**config.mk**
```make
export PLATFORM = sky130hd
export DESIGN_NAME = mmio_debug_port_flat
export DESIGN_NICKNAME = d
export VERILOG_FILES = /design/src/rtl/mmio_debug_pkg.sv /design/src/rtl/mmio_debug_port_if.sv /design/src/rtl/sync_fifo.sv /design/src/rtl/mmio_debug_port.sv /design/src/flat_wrapper.sv
export SDC_FILE = /design/constraint.sdc
export NUM_CORES = 1
export LEC_CHECK = 0
export CAP_MARGIN = 30
export CORE_MARGIN = 2
export CORE_UTILIZATION = 30
export DETAILED_ROUTE_END_ITERATION = 10
export PLACE_DENSITY = 0.49
export SLEW_MARGIN = 20
export SYNTH_ARGS = -nofsm -noshare
export SYNTH_HDL_FRONTEND = slang
export SYNTH_HIERARCHICAL = 1
export SYNTH_SLANG_ARGS = --single-unit
export TNS_END_PERCENT = 20
```
**constraint.sdc**
```tcl
create_clock -name clk_i -period 5 [get_ports clk_i]
set_clock_uncertainty 0.1 [all_clocks]
set_input_delay 1 -clock clk_i [delete_from_list [all_inputs] [get_ports clk_i]]
set_output_delay 1 -clock clk_i [all_outputs]
set_load 0.01 [all_outputs]
```
**src/rtl/mmio_debug_pkg.sv**
```systemverilog
// Shared constants for the MMIO debug port: register offsets within the 16-byte window,
// STATUS bit positions and the window decode helper.
package mmio_debug_pkg;

  // Register select values, taken from addr[3:2]
  localparam logic [1:0] OFF_TX     = 2'd0;
  localparam logic [1:0] OFF_STATUS = 2'd1;
  localparam logic [1:0] OFF_HALT   = 2'd2;
  localparam logic [1:0] OFF_CYCLE  = 2'd3;

  // STATUS register layout
  localparam int unsigned STATUS_FULL_BIT   = 0;
  localparam int unsigned STATUS_EMPTY_BIT  = 1;
  localparam int unsigned STATUS_OVF_BIT    = 2;
  localparam int unsigned STATUS_HALTED_BIT = 3;
  localparam int unsigned STATUS_COUNT_LSB  = 8;
  localparam int unsigned STATUS_COUNT_W    = 8;

  // True when addr falls inside the 16-byte window starting at base
  function automatic logic addr_hit(input logic [31:0] addr, input logic [31:0] base);
    return addr[31:4] == base[31:4];
  endfunction

endpackage

```
**src/rtl/mmio_debug_port_if.sv**
```systemverilog
// CPU data-bus and console-sink signals of the MMIO debug port.
//   wr_en/rd_en/addr/wdata : CPU store/load request
//   rdata                  : combinational load data
//   tx_valid/tx_data/tx_ready : console sink handshake
//   halted/exit_code/done  : program-completion status
// master: CPU/bench side, slave: peripheral side.
interface mmio_debug_port_if;
  logic        wr_en;
  logic        rd_en;
  logic [31:0] addr;
  logic [31:0] wdata;
  logic [31:0] rdata;
  logic        tx_valid;
  logic [7:0]  tx_data;
  logic        tx_ready;
  logic        halted;
  logic [7:0]  exit_code;
  logic        done;

  modport master (
    output wr_en, rd_en, addr, wdata, tx_ready,
    input  rdata, tx_valid, tx_data, halted, exit_code, done
  );

  modport slave (
    input  wr_en, rd_en, addr, wdata, tx_ready,
    output rdata, tx_valid, tx_data, halted, exit_code, done
  );
endinterface

```
**src/rtl/sync_fifo.sv**
```systemverilog
// Single-clock FIFO with registered storage and an occupancy counter.
//   push_i/din_i/full_o  : write side; a push while full is ignored unless popping too
//   pop_i/dout_o/empty_o : read side; dout_o is the head entry, pop while empty is ignored
//   count_o              : current number of entries
// DEPTH must be a power of two (>= 2) so the pointers wrap naturally.
module sync_fifo #(
  parameter int unsigned DEPTH = 16,
  parameter int unsigned WIDTH = 8
) (
  input  logic                     clk_i,
  input  logic                     rst_ni,
  input  logic                     push_i,
  input  logic [WIDTH-1:0]         din_i,
  output logic                     full_o,
  input  logic                     pop_i,
  output logic [WIDTH-1:0]         dout_o,
  output logic                     empty_o,
  output logic [$clog2(DEPTH):0]   count_o
);

  localparam int unsigned PtrW = $clog2(DEPTH);
  localparam int unsigned CntW = PtrW + 1;

  logic [WIDTH-1:0] mem_q [DEPTH];
  logic [PtrW-1:0]  wr_ptr_q, rd_ptr_q;
  logic [CntW-1:0]  count_q, count_d;
  logic             do_push, do_pop;

  assign full_o  = (count_q == CntW'(DEPTH));
  assign empty_o = (count_q == '0);
  assign count_o = count_q;
  assign dout_o  = mem_q[rd_ptr_q];

  assign do_pop  = pop_i && !empty_o;
  // A pop frees the head slot in the same edge, so a full FIFO may still accept
  assign do_push = push_i && (!full_o || do_pop);

  always_comb begin
    count_d = count_q;
    unique case ({do_push, do_pop})
      2'b10:   count_d = count_q + CntW'(1);
      2'b01:   count_d = count_q - CntW'(1);
      default: count_d = count_q;
    endcase
  end

  // Storage is reset so the head output reads zero after reset
  always_ff @(posedge clk_i or negedge rst_ni) begin
    if (!rst_ni) begin
      for (int i = 0; i < int'(DEPTH); i++) begin
        mem_q[i] <= '0;
      end
      wr_ptr_q <= '0;
      rd_ptr_q <= '0;
      count_q  <= '0;
    end else begin
      if (do_push) begin
        mem_q[wr_ptr_q] <= din_i;
        wr_ptr_q        <= wr_ptr_q + PtrW'(1);
      end
      if (do_pop) begin
        rd_ptr_q <= rd_ptr_q + PtrW'(1);
      end
      count_q <= count_d;
    end
  end

endmodule

```
**src/rtl/mmio_debug_port.sv**
```systemverilog
// Memory-mapped debug peripheral on the CPU data bus. Decodes a 16-byte window:
//   +0x0 TX     : store pushes wdata[7:0] to the console FIFO, load returns 0
//   +0x4 STATUS : {count[15:8], halted, overflow, empty, full}; any store clears overflow
//   +0x8 HALT   : first store sets halted and latches exit_code, load returns exit_code
//   +0xC CYCLE  : free-running cycle counter, frozen once halted
// Ports: clk_i, rst_ni (async active-low), bus_io (CPU bus + console sink + status).
// rdata and done are combinational; all other outputs come from registers.
module mmio_debug_port
  import mmio_debug_pkg::*;
#(
  parameter logic [31:0] BASE_ADDR  = 32'h0000_1000,
  parameter int unsigned FIFO_DEPTH = 16,
  parameter int unsigned CYCLE_W    = 32
) (
  input  logic               clk_i,
  input  logic               rst_ni,
  mmio_debug_port_if.slave   bus_io
);

  localparam int unsigned CntW = $clog2(FIFO_DEPTH) + 1;

  logic               hit, wr_hit;
  logic [1:0]         sel;
  logic               fifo_push, fifo_pop, fifo_full, fifo_empty;
  logic [7:0]         fifo_head;
  logic [CntW-1:0]    fifo_count;
  logic               overflow_q, overflow_d;
  logic               halted_q, halted_d;
  logic [7:0]         exit_code_q, exit_code_d;
  logic [CYCLE_W-1:0] cycle_q, cycle_d;
  logic [31:0]        status_word;
  logic               unused_bits;

  assign hit    = addr_hit(bus_io.addr, BASE_ADDR);
  assign sel    = bus_io.addr[3:2];
  assign wr_hit = bus_io.wr_en && hit;

  assign unused_bits = ^{bus_io.addr[1:0], bus_io.wdata[31:8]};

  assign fifo_pop  = !fifo_empty && bus_io.tx_ready;
  assign fifo_push = wr_hit && (sel == OFF_TX) && (!fifo_full || fifo_pop) && !halted_q;

  sync_fifo #(
    .DEPTH (FIFO_DEPTH),
    .WIDTH (8)
  ) u_tx_fifo (
    .clk_i   (clk_i),
    .rst_ni  (rst_ni),
    .push_i  (fifo_push),
    .din_i   (bus_io.wdata[7:0]),
    .full_o  (fifo_full),
    .pop_i   (fifo_pop),
    .dout_o  (fifo_head),
    .empty_o (fifo_empty),
    .count_o (fifo_count)
  );

  always_comb begin
    overflow_d  = overflow_q;
    halted_d    = halted_q;
    exit_code_d = exit_code_q;
    if (wr_hit && (sel == OFF_STATUS)) begin
      overflow_d = 1'b0;
    end else if (wr_hit && (sel == OFF_TX) && fifo_full && !fifo_pop && !halted_q) begin
      // Dropped byte; stores after halt are discarded silently instead
      overflow_d = 1'b1;
    end
    if (wr_hit && (sel == OFF_HALT) && !halted_q) begin
      halted_d    = 1'b1;
      exit_code_d = bus_io.wdata[7:0];
    end
    cycle_d = halted_q ? cycle_q : cycle_q + CYCLE_W'(1);
  end

  always_ff @(posedge clk_i or negedge rst_ni) begin
    if (!rst_ni) begin
      overflow_q  <= 1'b0;
      halted_q    <= 1'b0;
      exit_code_q <= '0;
      cycle_q     <= '0;
    end else begin
      overflow_q  <= overflow_d;
      halted_q    <= halted_d;
      exit_code_q <= exit_code_d;
      cycle_q     <= cycle_d;
    end
  end

  always_comb begin
    status_word                                      = '0;
    status_word[STATUS_FULL_BIT]                     = fifo_full;
    status_word[STATUS_EMPTY_BIT]                    = fifo_empty;
    status_word[STATUS_OVF_BIT]                      = overflow_q;
    status_word[STATUS_HALTED_BIT]                   = halted_q;
    status_word[STATUS_COUNT_LSB +: STATUS_COUNT_W]  = STATUS_COUNT_W'(fifo_count);
  end

  // Loads see pre-edge state, so a same-cycle store is not visible yet
  always_comb begin
    bus_io.rdata = '0;
    if (bus_io.rd_en && hit) begin
      unique case (sel)
        OFF_TX:     bus_io.rdata = '0;
        OFF_STATUS: bus_io.rdata = status_word;
        OFF_HALT:   bus_io.rdata = {24'b0, exit_code_q};
        OFF_CYCLE:  bus_io.rdata = 32'(cycle_q);
      endcase
    end
  end

  assign bus_io.tx_valid  = !fifo_empty;
  assign bus_io.tx_data   = fifo_head;
  assign bus_io.halted    = halted_q;
  assign bus_io.exit_code = exit_code_q;
  assign bus_io.done      = halted_q && fifo_empty;

endmodule

```
**src/flat_wrapper.sv**
```systemverilog
// flat-port wrapper written by rule: the top's interface ports become plain ports
module mmio_debug_port_flat import mmio_debug_pkg::*;
#(
  parameter logic [31:0] BASE_ADDR  = 32'h0000_1000,
  parameter int unsigned FIFO_DEPTH = 16,
  parameter int unsigned CYCLE_W    = 32
)
  (clk_i, rst_ni, bus_io_wr_en, bus_io_rd_en, bus_io_addr, bus_io_wdata, bus_io_tx_ready, bus_io_rdata, bus_io_tx_valid, bus_io_tx_data, bus_io_halted, bus_io_exit_code, bus_io_done);
  mmio_debug_port_if bus_io_i ();
  input  logic clk_i;
  input  logic rst_ni;
  input wire logic [$bits(bus_io_i.wr_en)-1:0] bus_io_wr_en;
  input wire logic [$bits(bus_io_i.rd_en)-1:0] bus_io_rd_en;
  input wire logic [$bits(bus_io_i.addr)-1:0] bus_io_addr;
  input wire logic [$bits(bus_io_i.wdata)-1:0] bus_io_wdata;
  input wire logic [$bits(bus_io_i.tx_ready)-1:0] bus_io_tx_ready;
  output wire logic [$bits(bus_io_i.rdata)-1:0] bus_io_rdata;
  output wire logic [$bits(bus_io_i.tx_valid)-1:0] bus_io_tx_valid;
  output wire logic [$bits(bus_io_i.tx_data)-1:0] bus_io_tx_data;
  output wire logic [$bits(bus_io_i.halted)-1:0] bus_io_halted;
  output wire logic [$bits(bus_io_i.exit_code)-1:0] bus_io_exit_code;
  output wire logic [$bits(bus_io_i.done)-1:0] bus_io_done;
  assign bus_io_i.wr_en = bus_io_wr_en;
  assign bus_io_i.rd_en = bus_io_rd_en;
  assign bus_io_i.addr = bus_io_addr;
  assign bus_io_i.wdata = bus_io_wdata;
  assign bus_io_i.tx_ready = bus_io_tx_ready;
  assign bus_io_rdata = bus_io_i.rdata;
  assign bus_io_tx_valid = bus_io_i.tx_valid;
  assign bus_io_tx_data = bus_io_i.tx_data;
  assign bus_io_halted = bus_io_i.halted;
  assign bus_io_exit_code = bus_io_i.exit_code;
  assign bus_io_done = bus_io_i.done;
  mmio_debug_port #(.BASE_ADDR(BASE_ADDR), .FIFO_DEPTH(FIFO_DEPTH), .CYCLE_W(CYCLE_W)) u_core (.clk_i(clk_i), .rst_ni(rst_ni), .bus_io(bus_io_i));
endmodule
```
# == After elaboration in Yosys (flattened, before gate mapping) ==
# Index checks and enable logic that the tools add are counted.
# W data, S select, Z words.
# classes
n_eq_ne,7
bitwise_logic,2
n_reduce_logical,26
n_addsub,5
order_cmp,3
n_mux,11
# op_table
op,count
$bwmux W128,1
$pmux W32 S4,1
$add A32 B1 Y32 const B,1
$bmux W8 S4,1
$demux W8 S4,1
$mux W32,1
$eq A28 B9 Y1 const B,1
$mux W8,3
$logic_and A1 B1 Y1,16
$ge A5 B5 Y1 const B,2
$not A4 Y5,2
$pmux W5 S2,1
$add A4 B1 Y4 const B,2
$eq A2 B2 Y1 const B,3
$add A5 B1 Y5 const B,1
$eq A5 B5 Y1 const B,1
$logic_not A5 Y1,1
$lt A5 B1 Y1 const B,1
$sub A5 B1 Y5 const B,1
$eq A2 B1 Y1 const B,2
$logic_not A1 Y1,4
$reduce_bool A2 Y1,2
$logic_not A2 Y1,1
$logic_or A1 B1 Y1,2
$mux W1,2
# totals
output_inout_bits,51
ff_bits,183
wordCells,77
input_bits,69

# == Logic depth before layout (Yosys ltp) ==
# logic_depth
depth_word,9
mapped_depth,14

# == Hierarchy ==
# Netlist, hierarchy kept.
# by_module_without_submodules
mod,area_per_inst_um2,cells_each,n_inst
sync_fifo,6927.9,434,1
mmio_debug_port,2392.3,239,1

# == Least setup slack after synthesis ==
# No wires, ideal clock.
# synth_path
path_type,in2reg
from,input port bus_io_addr[19]
to,register u_core.u_tx_fifo.count_q[4] (netlist: u_core/u_tx_fifo/count_o[4])
stages,10
setup_slack_ps,438
path_buffers,0
t_arrival_ps,4346
setup_ps,116
path_cell_list,or4_1 > or3_4 > nor3_1 > or2b_2 > ha_1 > ha_1 > nor2b_1 > o21a_1 > mux2_2 > o311ai_0
# synth_via
elab_chain_cells,8
word_cells_on_any_way,10
# synth_lines
item,line,source
from (decl),flat_wrapper.sv:14,input wire logic [$bits(bus_io_i.addr)-1:0] bus_io_addr;
$eq A28 B9 Y1 (*),mmio_debug_pkg.sv:21,return addr[31:4] == base[31:4];
$logic_and A1 B1 Y1 (*),mmio_debug_port.sv:36,assign wr_hit = bus_io.wr_en && hit;
$logic_and A1 B1 Y1 (*) (3 in series),mmio_debug_port.sv:41,assign fifo_push = wr_hit && (sel == OFF_TX) && (!fifo_full || fifo_pop) && !halted_q;
named net u_core.fifo_push,mmio_debug_port.sv:24,"logic fifo_push, fifo_pop, fifo_full, fifo_empty;"
$logic_and A1 B1 Y1 (*),sync_fifo.sv:36,assign do_push = push_i && (!full_o || do_pop);
$eq A2 B1 Y1 or $eq A2 B2 Y1 (tied branches),sync_fifo.sv:40,"unique case ({do_push, do_pop})"
$pmux W5 S2 or $reduce_bool A2 Y1 (tied branches),n/a,
to (signal assigned),sync_fifo.sv:64,count_q <= count_d;
to (decl),sync_fifo.sv:26,"logic [CntW-1:0] count_q, count_d;"
# Mark *: on every way through the listed nets, which the timed path passes. The rest lies on a longest branch.
# A chain may end at the register's enable or synchronous reset.

# == Final worst setup path ==
# layout_path
from,input port bus_io_addr[18]
to,output port bus_io_rdata[21]
# layout_via
elab_chain_cells,3
# layout_lines
item,line,source
$eq A28 B9 Y1,mmio_debug_pkg.sv:21,
$logic_and A1 B1 Y1,mmio_debug_port.sv:101,if (bus_io.rd_en && hit) begin
$mux W32,mmio_debug_port.sv:101,
to (decl),flat_wrapper.sv:17,output wire logic [$bits(bus_io_i.rdata)-1:0] bus_io_rdata;
# No other way between the ends.

==> metrics.txt <==
status=finished clean; Hold-fix buffers, CTS=0; pin count of the biggest net entering global routing=110; CTS root buf=clkbuf_16; Site Rows=64; # setup viols final=0; height of the die=about 180 um; GPL Wtd Cong=about 0.74; largest cells by area after synthesis=dfrtp_1 (49%), mux2_4 (10%), mux2_2 (9.2%); ANT cells=0; NumNets Final=between 800 and 900; post-DP HPWL=15.2 mm; Int Power=~2500 uW; H-Tree Depth=4; cell mode on critical path=clkdlybuf4s50_1; Worst slew margin=0.357; worst-path maximum fanout=8; #FFs+latches synth=around 180; Fin Setup TNS=0 ns; Net Sw Frac=0.306; total die area=32500 sq um; combinational share of power=0.183; Cell Area, Synth=9320 sq um; Final Cycle Share=0.950; MaxCap Viol Count=0; fin crit period=4.75 ns; layout cells sized above 1=0.332; Clk Latency, worst-skew pair=0.44 ns; crit path max-delay cell type=clkdlybuf4s50_1; Port Buffers=93; antenna violations before repair=0; CTS Buffer Depth=2; Reg clk slew, reported paths=approximately 0.07 ns; critical path launch point type=input pin; Slew Viols, Final=0; final WL=22.9 mm; CORE AREA=30600 sq um; average wire per standard cell=19.3 um; synthesis warning total=6; synth cell count leaders=dfrtp_1 (183), mux2_2 (76), mux2_4 (64); most common cell in the synthesized netlist=dfrtp_1; CP top delay family=simple AND/OR/NAND/NOR gates; CP Data Arrival Time=around 3.7 ns; sequential area share after synthesis=0.491; Worst Tran Pin Value=roughly 0.96 ns; Psw=roughly 1100 uW; WP buf/inv=2; Critical Setup Path Class=in2out; Remaining DRCs=0; Yosys cell types=51; clock sinks=roughly 180; post-cts sizing count=0; Worst path max stage delay=0.57 ns; Overflow after GRT=0; die span in x=180 um; crit path cell chain=clkdlybuf4s50_1, or4_1, or3_4, or3_1, nor3_2, clkdlybuf4s50_1; CP endpoint kind=output port; Initial Util=0.305; Post-synth EDFFs=0; GR peak layer=met2; largest area contributor in the netlist=dfrtp_1; final core utilization=0.374; post-synth top area share=0.491; hold crit path type=in2async; TritonCTS clock tree=done; Most used DFF post-synth=dfrtp_1; DR vias=5740; syn avg cell area=between 10 and 15 sq um; Peak VDD IR=between 0.00015 and 0.0002 V; clock share of power=0.377; Seq pwr share=0.440; Post-synth ARST share=1.00; Fin. Hold Viols=0; post-CTS setup buffer count=0; first-pass GRT wire length=37.2 mm; Post-Synthesis Cells=roughly 670; syn nets=~750; vias in the first global route=~6200; Leak=0.00510 uW; GRT Util Overall=0.148; Vias/cell=about 4.8; ANT nets after route=0; Peak Freq=~210 MHz; Num CTS Buffers=17; WP data required=between 3 and 4 ns; DRT Pass-1 Iters=4; initial drt markers=between 200 and 300; RSZ-0062 raised after global routing=no; Ports=120; P per Cell Area=about 320 nW/um^2; GR Util met2=0.233; GRT met1 Usage=0.207; grt met3 use=0.0384; synth-to-layout area growth=22.7%
## worst reg2reg max path: stages (launching register included)
cell      delay [ns]
dfrtp_1         0.44
or4_4           0.62
nor2_1          0.31
nor2b_1         0.09
buf_4           0.18
o21ai_0         0.14
nor3_1          0.09
or2b_2          0.21
ha_1            0.26
inv_1           0.10
fa_1            0.40
nor2b_1         0.12
o21a_1          0.15
mux2_2          0.33
o311ai_0        0.34
## area by class of cell
type	count	area, sq um
Sequential cell	183	4580
Fill cell	2987	19200
Tap cell	396	495
Timing Repair Buffer	121	1180
Multi-Input combinational cell	442	4520
Clock inverter	13	161
Clock buffer	19	443
Inverter	14	52.6
## kinds of logic (layout without fill, tap and decap cells)
logic type / after synthesis / count (layout) / synth area share
multiplexers: 185 / 185 / 0.286
flip-flops: 183 / 183 / 0.491
AND/OR/NAND/NOR: 173 / 173 / 0.119
buffers and inverters: 48 / 167 / 0.0235
XOR/XNOR: 40 / 40 / 0.0376
AO/OA/AOI/OAI: 33 / 33 / 0.0263
adder cells (fa/ha/maj): 11 / 11 / 0.0156
## registers in the layout, indices dropped and copies added, names as in the netlist
name	flops
u_core/u_tx_fifo/mem_q	128
u_core/cycle_q	32
u_core/bus_io.exit_code	8
u_core/u_tx_fifo/count_o	5
u_core/u_tx_fifo/rd_ptr_q	4
u_core/u_tx_fifo/wr_ptr_q	4
u_core/bus_io.halted	1
u_core/overflow_q	1
## metal layers
metal,part of all wire,vias to the layer above,wire length [um]
li1,-,2666,-
met1,0.50,2949,11400
met2,0.46,119,10500
met3,0.043,6,976
met4,0.0050,0,114
met5,0,-,0
## power groups by stage
| stage | registers (uW) | clock network (uW) | logic, uW |
|---|---|---|---|
| 2_1_floorplan | 1580 | 0 | 477 |
| 3_3_place_gp | 1630 | 0 | 666 |
| 3_5_place_dp | 1630 | 0 | 677 |
| 4_1_cts | 1600 | 1420 | 681 |
| 5_1_grt | 1610 | 1490 | 734 |
| 6_report | 1600 | 1370 | 666 |
## placed cells by master (no fill, tap or decap), types with 4 or more instances in the layout
cell	Yosys	layout
nand2_1	27	27
mux2_2	76	76
nor2b_1	5	5
clkinv_4	0	4
and2_1	17	17
nand3_1	9	9
clkbuf_16	0	17
mux2i_1	13	13
ha_1	10	10
buf_4	0	26
nor3_1	14	14
xor2_1	26	26
o21ai_0	5	5
and3_1	4	4
clkdlybuf4s50_1	0	92
nand4_1	8	8
xnor2_1	14	14
nand2b_1	4	4
a22oi_1	16	16
nor3_2	6	6
nor3_4	10	10
a21oi_1	5	5
or4_1	4	4
inv_1	13	13
nor2_1	31	31
mux4_2	32	32
mux2_4	64	64
nor4_1	11	11
dfrtp_1	183	182
## worst paths after layout
check / end / cells past startpoint / slack (ns) / from
worst max-delay path: bus_io_rdata[21] / 6 / 0.25 / bus_io_addr[18]
worst min-delay path: u_core/u_tx_fifo/count_o[3] / 1 / 0.34 / rst_ni
worst max register to register: u_core/u_tx_fifo/count_o[4] / 14 / 1.00 / u_core/u_tx_fifo/count_o[1]
worst min register to register: u_core/cycle_q[31] / 1 / 0.37 / u_core/cycle_q[31]
max in group asynchronous: u_core/u_tx_fifo/mem_q[72] / 3 / 3.37 / rst_ni
min in group clk_i: u_core/cycle_q[31] / 1 / 0.37 / u_core/cycle_q[31]
## stage by stage
stage | area (sq um) | setup slack, ns | power, uW | hold WS, ns | std cells
after floorplan | 9320 | 0.438 | 2060 | 0.334 | 673
after global placement | 10800 | 0.0449 | 2300 | 0.351 | 1154
after detailed placement | 10800 | 0.0127 | 2310 | 0.357 | 1155
after CTS | 11400 | 0.211 | 3700 | 0.369 | 1187
after global routing | 11400 | 0.167 | 3830 | 0.325 | 1188
final | 11400 | 0.251 | 3640 | 0.342 | 1188
Note: power is estimated with default switching activity, not from simulation.
